<file path="config.mk">
export PLATFORM = sky130hd
export DESIGN_NAME = sonic_tx_arbiter_flat
export DESIGN_NICKNAME = d
export VERILOG_FILES = /design/src/rtl/sonic_tx_arb_pkg.sv /design/src/rtl/sonic_tx_arbiter_if.sv /design/src/rtl/sonic_rr_arbiter.sv /design/src/rtl/sonic_tx_arbiter.sv /design/src/flat_wrapper.sv
export SDC_FILE = /design/constraint.sdc
export NUM_CORES = 1
export LEC_CHECK = 0
export ABC_AREA = 1
export BUFFER_PORTS_ARGS = -buffer_cell sky130_fd_sc_hd__buf_2
export CAP_MARGIN = 30
export CORE_AREA = 2 2 429 431
export DETAILED_ROUTE_END_ITERATION = 10
export DIE_AREA = 0 0 431 433
export PLACE_DENSITY_LB_ADDON = 0.12
export RECOVER_POWER = 100
export SETUP_SLACK_MARGIN = 0.02
export SYNTH_ARGS = -nofsm -noshare
export SYNTH_HDL_FRONTEND = slang
export SYNTH_SLANG_ARGS = --single-unit
export TNS_END_PERCENT = 30
</file>
<file path="constraint.sdc">
create_clock -name clk_in -period 2.05 [get_ports clk_in]
set_clock_uncertainty 0.2 [all_clocks]
set_input_delay 0.41 -clock clk_in [delete_from_list [all_inputs] [get_ports clk_in]]
set_output_delay 0.41 -clock clk_in [all_outputs]
set_load 0.1 [all_outputs]
</file>
<file path="src/rtl/sonic_tx_arb_pkg.sv">
// Shared types and constants for the PCIe TX/MSI arbiter slice.
package sonic_tx_arb_pkg;

  typedef enum logic [1:0] {
    IDLE  = 2'd0,
    GRANT = 2'd1,
    BUSY  = 2'd2
  } arb_state_t;

  localparam int MSI_NUM_W = 5;
  localparam int MSI_TC_W  = 3;

endpackage

</file>
<file path="src/rtl/sonic_tx_arbiter_if.sv">
// Core-side TX descriptor/data and MSI request bundle between arbiter and PCIe hard IP.
interface sonic_tx_arbiter_if #(
  parameter int DATA_WIDTH = 128
);
  import sonic_tx_arb_pkg::*;

  logic                  tx_req;
  logic                  tx_dfr;
  logic                  tx_dv;
  logic                  tx_err;
  logic [DATA_WIDTH-1:0] tx_desc;
  logic [DATA_WIDTH-1:0] tx_data;
  logic                  tx_ack;
  logic                  tx_ws;

  logic                  app_msi_req;
  logic [MSI_NUM_W-1:0]  app_msi_num;
  logic [MSI_TC_W-1:0]   app_msi_tc;
  logic                  app_msi_ack;

  modport master (
    output tx_req, tx_dfr, tx_dv, tx_err, tx_desc, tx_data,
    output app_msi_req, app_msi_num, app_msi_tc,
    input  tx_ack, tx_ws, app_msi_ack
  );

  modport slave (
    input  tx_req, tx_dfr, tx_dv, tx_err, tx_desc, tx_data,
    input  app_msi_req, app_msi_num, app_msi_tc,
    output tx_ack, tx_ws, app_msi_ack
  );

endinterface

</file>
<file path="src/rtl/sonic_rr_arbiter.sv">
// Non-preemptive round-robin grant FSM (IDLE/GRANT/BUSY) with registered one-hot grant.
module sonic_rr_arbiter
  import sonic_tx_arb_pkg::*;
#(
  parameter int N = 3
) (
  input  logic         clk,
  input  logic         rst_n,
  input  logic [N-1:0] ready,
  input  logic [N-1:0] busy,
  output logic [N-1:0] sel,
  output logic         active
);

  localparam int IW = $clog2(N);

  arb_state_t    state;
  logic [IW-1:0] last;
  logic [IW-1:0] owner;
  logic [IW-1:0] pick;
  logic          pick_ok;
  int unsigned   idx;

  // First ready client at or after last+1, wrapping modulo N.
  always_comb begin
    pick    = '0;
    pick_ok = 1'b0;
    idx     = 0;
    for (int unsigned k = 1; k <= N; k++) begin
      idx = 32'(last) + k;
      if (idx >= N) idx = idx - N;
      if (!pick_ok && ready[idx[IW-1:0]]) begin
        pick_ok = 1'b1;
        pick    = idx[IW-1:0];
      end
    end
  end

  always_ff @(posedge clk or negedge rst_n) begin
    if (!rst_n) begin
      state  <= IDLE;
      sel    <= '0;
      active <= 1'b0;
      last   <= IW'(N - 1);
      owner  <= '0;
    end else begin
      case (state)
        IDLE: begin
          if (pick_ok) begin
            sel    <= N'(1) << pick;
            owner  <= pick;
            active <= 1'b1;
            state  <= GRANT;
          end
        end
        GRANT: begin
          // An abandoned grant does not advance the round-robin pointer.
          if (busy[owner]) begin
            state <= BUSY;
          end else if (!ready[owner]) begin
            sel    <= '0;
            active <= 1'b0;
            state  <= IDLE;
          end
        end
        BUSY: begin
          if (!busy[owner]) begin
            sel    <= '0;
            active <= 1'b0;
            last   <= owner;
            state  <= IDLE;
          end
        end
        default: begin
          sel    <= '0;
          active <= 1'b0;
          state  <= IDLE;
        end
      endcase
    end
  end

endmodule

</file>
<file path="src/rtl/sonic_tx_arbiter.sv">
// Shares the PCIe TX and MSI ports among NUM_CLIENTS requesters.
// Define SONIC_TX_ARB_MSI_EN for MSI round-robin; otherwise client 0 owns MSI.
module sonic_tx_arbiter
  import sonic_tx_arb_pkg::*;
#(
  parameter int NUM_CLIENTS = 3,
  parameter int DATA_WIDTH  = 128
) (
  input  logic                              clk_in,
  input  logic                              rstn,
  input  logic [NUM_CLIENTS-1:0]            cl_tx_ready,
  input  logic [NUM_CLIENTS-1:0]            cl_tx_busy,
  input  logic [NUM_CLIENTS-1:0]            cl_tx_req,
  input  logic [NUM_CLIENTS-1:0]            cl_tx_dfr,
  input  logic [NUM_CLIENTS-1:0]            cl_tx_dv,
  input  logic [NUM_CLIENTS-1:0]            cl_tx_err,
  input  logic [NUM_CLIENTS*DATA_WIDTH-1:0] cl_tx_desc,
  input  logic [NUM_CLIENTS*DATA_WIDTH-1:0] cl_tx_data,
  output logic [NUM_CLIENTS-1:0]            tx_sel,
  output logic [NUM_CLIENTS-1:0]            cl_tx_ack,
  output logic [NUM_CLIENTS-1:0]            cl_tx_ws,
  output logic [NUM_CLIENTS-1:0]            tx_ready_others,
  input  logic [NUM_CLIENTS-1:0]            cl_msi_ready,
  input  logic [NUM_CLIENTS-1:0]            cl_msi_busy,
  input  logic [NUM_CLIENTS-1:0]            cl_app_msi_req,
  input  logic [NUM_CLIENTS*MSI_NUM_W-1:0]  cl_app_msi_num,
  input  logic [NUM_CLIENTS*MSI_TC_W-1:0]   cl_app_msi_tc,
  output logic [NUM_CLIENTS-1:0]            msi_sel,
  output logic [NUM_CLIENTS-1:0]            cl_app_msi_ack,
  sonic_tx_arbiter_if.master                core
);

  localparam int N  = NUM_CLIENTS;
  localparam int DW = DATA_WIDTH;

  logic          tx_active;
  logic          req_m, dfr_m, dv_m, err_m;
  logic [DW-1:0] desc_m, data_m;

  sonic_rr_arbiter #(.N(N)) u_tx_arb (
    .clk    (clk_in),
    .rst_n  (rstn),
    .ready  (cl_tx_ready),
    .busy   (cl_tx_busy),
    .sel    (tx_sel),
    .active (tx_active)
  );

  always_comb begin
    req_m  = 1'b0;
    dfr_m  = 1'b0;
    dv_m   = 1'b0;
    err_m  = 1'b0;
    desc_m = '0;
    data_m = '0;
    for (int unsigned i = 0; i < N; i++) begin
      if (tx_active && tx_sel[i]) begin
        req_m  = req_m  | cl_tx_req[i];
        dfr_m  = dfr_m  | cl_tx_dfr[i];
        dv_m   = dv_m   | cl_tx_dv[i];
        err_m  = err_m  | cl_tx_err[i];
        desc_m = desc_m | cl_tx_desc[i*DW +: DW];
        data_m = data_m | cl_tx_data[i*DW +: DW];
      end
    end
  end

  assign core.tx_req  = req_m;
  assign core.tx_dfr  = dfr_m;
  assign core.tx_dv   = dv_m;
  assign core.tx_err  = err_m;
  assign core.tx_desc = desc_m;
  assign core.tx_data = data_m;

  // Non-grantees see wait-state asserted so they never advance on a stale ws.
  assign cl_tx_ack = tx_sel & {N{core.tx_ack}};
  assign cl_tx_ws  = ~tx_sel | {N{core.tx_ws}};

  always_comb begin
    tx_ready_others = '0;
    for (int unsigned i = 0; i < N; i++) begin
      tx_ready_others[i] = |(cl_tx_ready & ~(N'(1) << i));
    end
  end

`ifdef SONIC_TX_ARB_MSI_EN
  logic                 msi_active;
  logic                 msi_req_m;
  logic [MSI_NUM_W-1:0] msi_num_m;
  logic [MSI_TC_W-1:0]  msi_tc_m;

  sonic_rr_arbiter #(.N(N)) u_msi_arb (
    .clk    (clk_in),
    .rst_n  (rstn),
    .ready  (cl_msi_ready),
    .busy   (cl_msi_busy),
    .sel    (msi_sel),
    .active (msi_active)
  );

  always_comb begin
    msi_req_m = 1'b0;
    msi_num_m = '0;
    msi_tc_m  = '0;
    for (int unsigned i = 0; i < N; i++) begin
      if (msi_active && msi_sel[i]) begin
        msi_req_m = msi_req_m | cl_app_msi_req[i];
        msi_num_m = msi_num_m | cl_app_msi_num[i*MSI_NUM_W +: MSI_NUM_W];
        msi_tc_m  = msi_tc_m  | cl_app_msi_tc[i*MSI_TC_W +: MSI_TC_W];
      end
    end
  end

  assign core.app_msi_req = msi_req_m;
  assign core.app_msi_num = msi_num_m;
  assign core.app_msi_tc  = msi_tc_m;
  assign cl_app_msi_ack   = msi_sel & {N{core.app_msi_ack}};
`else
  logic unused_msi;

  assign msi_sel          = N'(1);
  assign core.app_msi_req = cl_app_msi_req[0];
  assign core.app_msi_num = cl_app_msi_num[MSI_NUM_W-1:0];
  assign core.app_msi_tc  = cl_app_msi_tc[MSI_TC_W-1:0];
  assign cl_app_msi_ack   = {{(N-1){1'b0}}, core.app_msi_ack};
  assign unused_msi       = ^{cl_msi_ready, cl_msi_busy, cl_app_msi_req[N-1:1],
                              cl_app_msi_num[N*MSI_NUM_W-1:MSI_NUM_W],
                              cl_app_msi_tc[N*MSI_TC_W-1:MSI_TC_W]};
`endif

endmodule

</file>
<file path="src/flat_wrapper.sv">
// flat-port wrapper written by rule: the top's interface ports become plain ports
module sonic_tx_arbiter_flat import sonic_tx_arb_pkg::*;
#(
  parameter int NUM_CLIENTS = 3,
  parameter int DATA_WIDTH  = 128
)
  (clk_in, rstn, cl_tx_ready, cl_tx_busy, cl_tx_req, cl_tx_dfr, cl_tx_dv, cl_tx_err, cl_tx_desc, cl_tx_data, tx_sel, cl_tx_ack, cl_tx_ws, tx_ready_others, cl_msi_ready, cl_msi_busy, cl_app_msi_req, cl_app_msi_num, cl_app_msi_tc, msi_sel, cl_app_msi_ack, core_tx_req, core_tx_dfr, core_tx_dv, core_tx_err, core_tx_desc, core_tx_data, core_app_msi_req, core_app_msi_num, core_app_msi_tc, core_tx_ack, core_tx_ws, core_app_msi_ack);
  sonic_tx_arbiter_if #(.DATA_WIDTH(DATA_WIDTH)) core_i ();
  input  logic clk_in;
  input  logic rstn;
  input  logic [NUM_CLIENTS-1:0] cl_tx_ready;
  input  logic [NUM_CLIENTS-1:0] cl_tx_busy;
  input  logic [NUM_CLIENTS-1:0] cl_tx_req;
  input  logic [NUM_CLIENTS-1:0] cl_tx_dfr;
  input  logic [NUM_CLIENTS-1:0] cl_tx_dv;
  input  logic [NUM_CLIENTS-1:0] cl_tx_err;
  input  logic [NUM_CLIENTS*DATA_WIDTH-1:0] cl_tx_desc;
  input  logic [NUM_CLIENTS*DATA_WIDTH-1:0] cl_tx_data;
  output logic [NUM_CLIENTS-1:0] tx_sel;
  output logic [NUM_CLIENTS-1:0] cl_tx_ack;
  output logic [NUM_CLIENTS-1:0] cl_tx_ws;
  output logic [NUM_CLIENTS-1:0] tx_ready_others;
  input  logic [NUM_CLIENTS-1:0] cl_msi_ready;
  input  logic [NUM_CLIENTS-1:0] cl_msi_busy;
  input  logic [NUM_CLIENTS-1:0] cl_app_msi_req;
  input  logic [NUM_CLIENTS*MSI_NUM_W-1:0] cl_app_msi_num;
  input  logic [NUM_CLIENTS*MSI_TC_W-1:0] cl_app_msi_tc;
  output logic [NUM_CLIENTS-1:0] msi_sel;
  output logic [NUM_CLIENTS-1:0] cl_app_msi_ack;
  output wire logic [$bits(core_i.tx_req)-1:0] core_tx_req;
  output wire logic [$bits(core_i.tx_dfr)-1:0] core_tx_dfr;
  output wire logic [$bits(core_i.tx_dv)-1:0] core_tx_dv;
  output wire logic [$bits(core_i.tx_err)-1:0] core_tx_err;
  output wire logic [$bits(core_i.tx_desc)-1:0] core_tx_desc;
  output wire logic [$bits(core_i.tx_data)-1:0] core_tx_data;
  output wire logic [$bits(core_i.app_msi_req)-1:0] core_app_msi_req;
  output wire logic [$bits(core_i.app_msi_num)-1:0] core_app_msi_num;
  output wire logic [$bits(core_i.app_msi_tc)-1:0] core_app_msi_tc;
  input wire logic [$bits(core_i.tx_ack)-1:0] core_tx_ack;
  input wire logic [$bits(core_i.tx_ws)-1:0] core_tx_ws;
  input wire logic [$bits(core_i.app_msi_ack)-1:0] core_app_msi_ack;
  assign core_tx_req = core_i.tx_req;
  assign core_tx_dfr = core_i.tx_dfr;
  assign core_tx_dv = core_i.tx_dv;
  assign core_tx_err = core_i.tx_err;
  assign core_tx_desc = core_i.tx_desc;
  assign core_tx_data = core_i.tx_data;
  assign core_app_msi_req = core_i.app_msi_req;
  assign core_app_msi_num = core_i.app_msi_num;
  assign core_app_msi_tc = core_i.app_msi_tc;
  assign core_i.tx_ack = core_tx_ack;
  assign core_i.tx_ws = core_tx_ws;
  assign core_i.app_msi_ack = core_app_msi_ack;
  sonic_tx_arbiter #(.NUM_CLIENTS(NUM_CLIENTS), .DATA_WIDTH(DATA_WIDTH)) u_core (.clk_in(clk_in), .rstn(rstn), .cl_tx_ready(cl_tx_ready), .cl_tx_busy(cl_tx_busy), .cl_tx_req(cl_tx_req), .cl_tx_dfr(cl_tx_dfr), .cl_tx_dv(cl_tx_dv), .cl_tx_err(cl_tx_err), .cl_tx_desc(cl_tx_desc), .cl_tx_data(cl_tx_data), .tx_sel(tx_sel), .cl_tx_ack(cl_tx_ack), .cl_tx_ws(cl_tx_ws), .tx_ready_others(tx_ready_others), .cl_msi_ready(cl_msi_ready), .cl_msi_busy(cl_msi_busy), .cl_app_msi_req(cl_app_msi_req), .cl_app_msi_num(cl_app_msi_num), .cl_app_msi_tc(cl_app_msi_tc), .msi_sel(msi_sel), .cl_app_msi_ack(cl_app_msi_ack), .core(core_i));
endmodule
</file>
==> results.toml <==
[logic_synthesis]
synth_most_common_cell = "nand3_1"
synth_enable_flop_cells = 0
yosys.cell_types.count = 26
async_reset_ff_frac = 1.00
synth_top_area_share = 0.616
synth_area_leader_cell = "nand3_1"
yosys_warnings = 0
synth_seq_cells = 10
postSynthAreaPerCell_um2 = 4.84
synth_seq_area_share = 0.0393
synth_flop_cell = "dfrtp_1"
ys_top_cells_by_area = "nand3_1, nand2_1, clkbuf_1"
netlist_area_mm2 = 0.00640
synth_common_cells = "nand3_1, nand2_1, clkbuf_1"
synthCells = 1322

[grt]
antenna_found_initial = 81
first_global_vias = 15300
grt.total_usage = 0.129
grt_max_degree = 37
grt_pass1_wl_um = 159000
grt_overflow = 0

[cts]
clock_sinks = 10
cts_buffer_depth = 2
cts.htree.levels = 1
cts_made_buffers = 3
tritoncts = "yes"
cts-root-buf = "clkbuf_16"
insertion_delay_ns = 0.24
cts.clk_slew.worst_paths_ns = 0.04

[finish]
nets = 3278
final_area_mm2 = 0.0241
final-seq-area_um2 = 267
multi_input_area_mm2 = 0.00823
syn2layout_area_growth_pct = 276
drive_gt1_frac = 0.688
fill_cells = 21100

[drt]
post_drt_wl_per_cell_um = 26.6
drtPass1Iterations = 5
drt_iter0_markers = 782
routed_wl_um = 129000
viasPerCell = 3.06
num_vias = 14800
drc = 0
detail-route-antenna-nets = 0

[sta]
setup_viol = 268
worstMarginPinSlew_ns = 0.715
rsz0062_at_grt = "true"
period_share = 1.21
hold_viol = 0
maxSlewHeadroom = 0.518
finalWorstSetupSlack_ns = -0.425
fmax_ghz = 0.404
slew_violations = 0
fin_crit_ns = 2.47

[place]
portBuffers = 1061
place_congestion = 0.888
pre_cts_ws_ns = -0.488
place_area_mm2 = 0.0211
dp_hpwl_um = 114000

[floorplanning]
dieArea_mm2 = 0.187
die_h_um = 433
row_count = 157
initial_core_util = 0.0352
io_pins = 1111
die_w_um = 431
core_mm2 = 0.182

[pwr]
cellLeakagePower_nw = 11.1
p_per_area_mw_per_mm2 = 1830
finalPower_mw = 44.2
vdd_ir_drop_max_uv = 964

[critical_path]
cp_max_fo = 17
path_class = "reg2out"
cp-end-kind = "primary output"
cp-start-kind = "flip-flop"
cp.arrival_ns = 1.86
cp_data_required_time_ns = 1.44

[status]
status = "complete, but fails checks"
violations = "negative setup slack"

[min_path]
min_path_type = "reg2reg"

[run]
max-cap-violations = 0
kinds of logic after synthesis:
family / count (synthesis) / synth area share
other: 2 / 0.00117
DFF: 10 / 0.0393
buffers and inverters: 180 / 0.122
AOI/OAI and AO/OA: 12 / 0.0106
adders and majority gates: 3 / 0.00586
and+or+nand+nor: 1115 / 0.821
layout by cell type (no fill, tap or decap), drive strengths merged, types with 3 or more instances in the layout:
cell type,synthesis,routed
diode,0,10
o21ai,10,10
dfrtp,9,9
inv,21,21
nor2,11,11
clkbuf,95,20
conb,2,5
nand3,792,792
nand2,310,310
bufbuf,0,5
ha,3,3
buf,64,1258
cell type report:
| class | instances | area share |
|---|---|---|
| Sequential cell | 10 | 0.0111 |
| Clock buffer | 4 | 0.00369 |
| Tap cell | 2385 | 0.124 |
| Inverter | 21 | 0.00358 |
| Multi-Input combinational cell | 1135 | 0.341 |
| Antenna cell | 10 | 0.00104 |
| Timing Repair Buffer | 1280 | 0.515 |
path summary, 6_finish.rpt:
check | from | endpoint | slack (ns) | cells past startpoint
worst min register to register | u_core.u_tx_arb.owner[0]$_DFFE_PN0P_ | u_core.u_tx_arb.last[0]$_DFFE_PN0P_ | 0.38 | 2
min in group asynchronous | rstn | u_core.u_tx_arb.state[0]$_DFFE_PN0P_ | 0.51 | 2
worst min-delay path | u_core.u_tx_arb.owner[0]$_DFFE_PN0P_ | u_core.u_tx_arb.last[0]$_DFFE_PN0P_ | 0.38 | 2
worst max-delay path | u_core.u_tx_arb.active$_DFFE_PN0P_ | core_tx_data[41] | -0.42 | 7
worst max register to register | u_core.u_tx_arb.last[1]$_DFFE_PN1P_ | u_core.u_tx_arb.state[0]$_DFFE_PN0P_ | -0.09 | 11
max in group asynchronous | rstn | u_core.u_tx_arb.sel[1]$_DFFE_PN0P_ | 0.68 | 2
registers in the layout (all words and copies together), names as in the netlist:
register / count
u_core.u_tx_arb.active: 1
u_core.u_tx_arb.owner: 2
u_core.u_tx_arb.last: 2
u_core.u_tx_arb.state: 2
u_core.u_tx_arb.sel: 3
routing by layer:
metal,vias up,wire [µm],GRT usage
li1,6897,-,-
met1,7182,52100,0.154
met2,610,65100,0.232
met3,137,10200,0.0411
met4,16,1240,0.00863
met5,-,113,0
metrics by stage:
stage	setup TNS [ns]	util	hold WS (ns)	cells
6_report	-80.18	0.132	0.375	4845
5_1_grt	-98.94	0.132	0.427	4841
4_1_cts	-90.68	0.127	0.379	4823
3_5_place_dp	-31.75	0.116	0.106	4791
3_3_place_gp	-32.55	0.116	0.108	4791
2_1_floorplan	-104.99	-	-0.0856	1325
critical path, stage by stage, from the launching register on:
cell and delay, ns:
dfrtp_4 0.53, buf_8 0.18, buf_16 0.17, buf_16 0.17
nand3_1 0.09, nand3_1 0.10, buf_4 0.18, buf_12 0.17
where the power goes:
part / internal (mW) / switching [mW] / leakage (nW) / total, mW
clock network: 0.293 / 0.0924 / 0.0442 / 0.386
registers: 0.314 / 0.132 / 0.119 / 0.447
logic: 15.1 / 28.3 / 10.9 / 43.4
total: 15.7 / 28.5 / 11.1 / 44.2
timing repair:
item / 4_1_cts / 5_1_grt
setup endpoints to repair: 270 / 271
cloned: 16 / 8
pin swaps: 36 / 24
hold buffers: 1 / 0
setup buffers: 12 / 4
hold endpoints to repair: 9 / 0
resized for setup: 299 / 128
No activity file was read; power rests on OpenSTA's default activity.
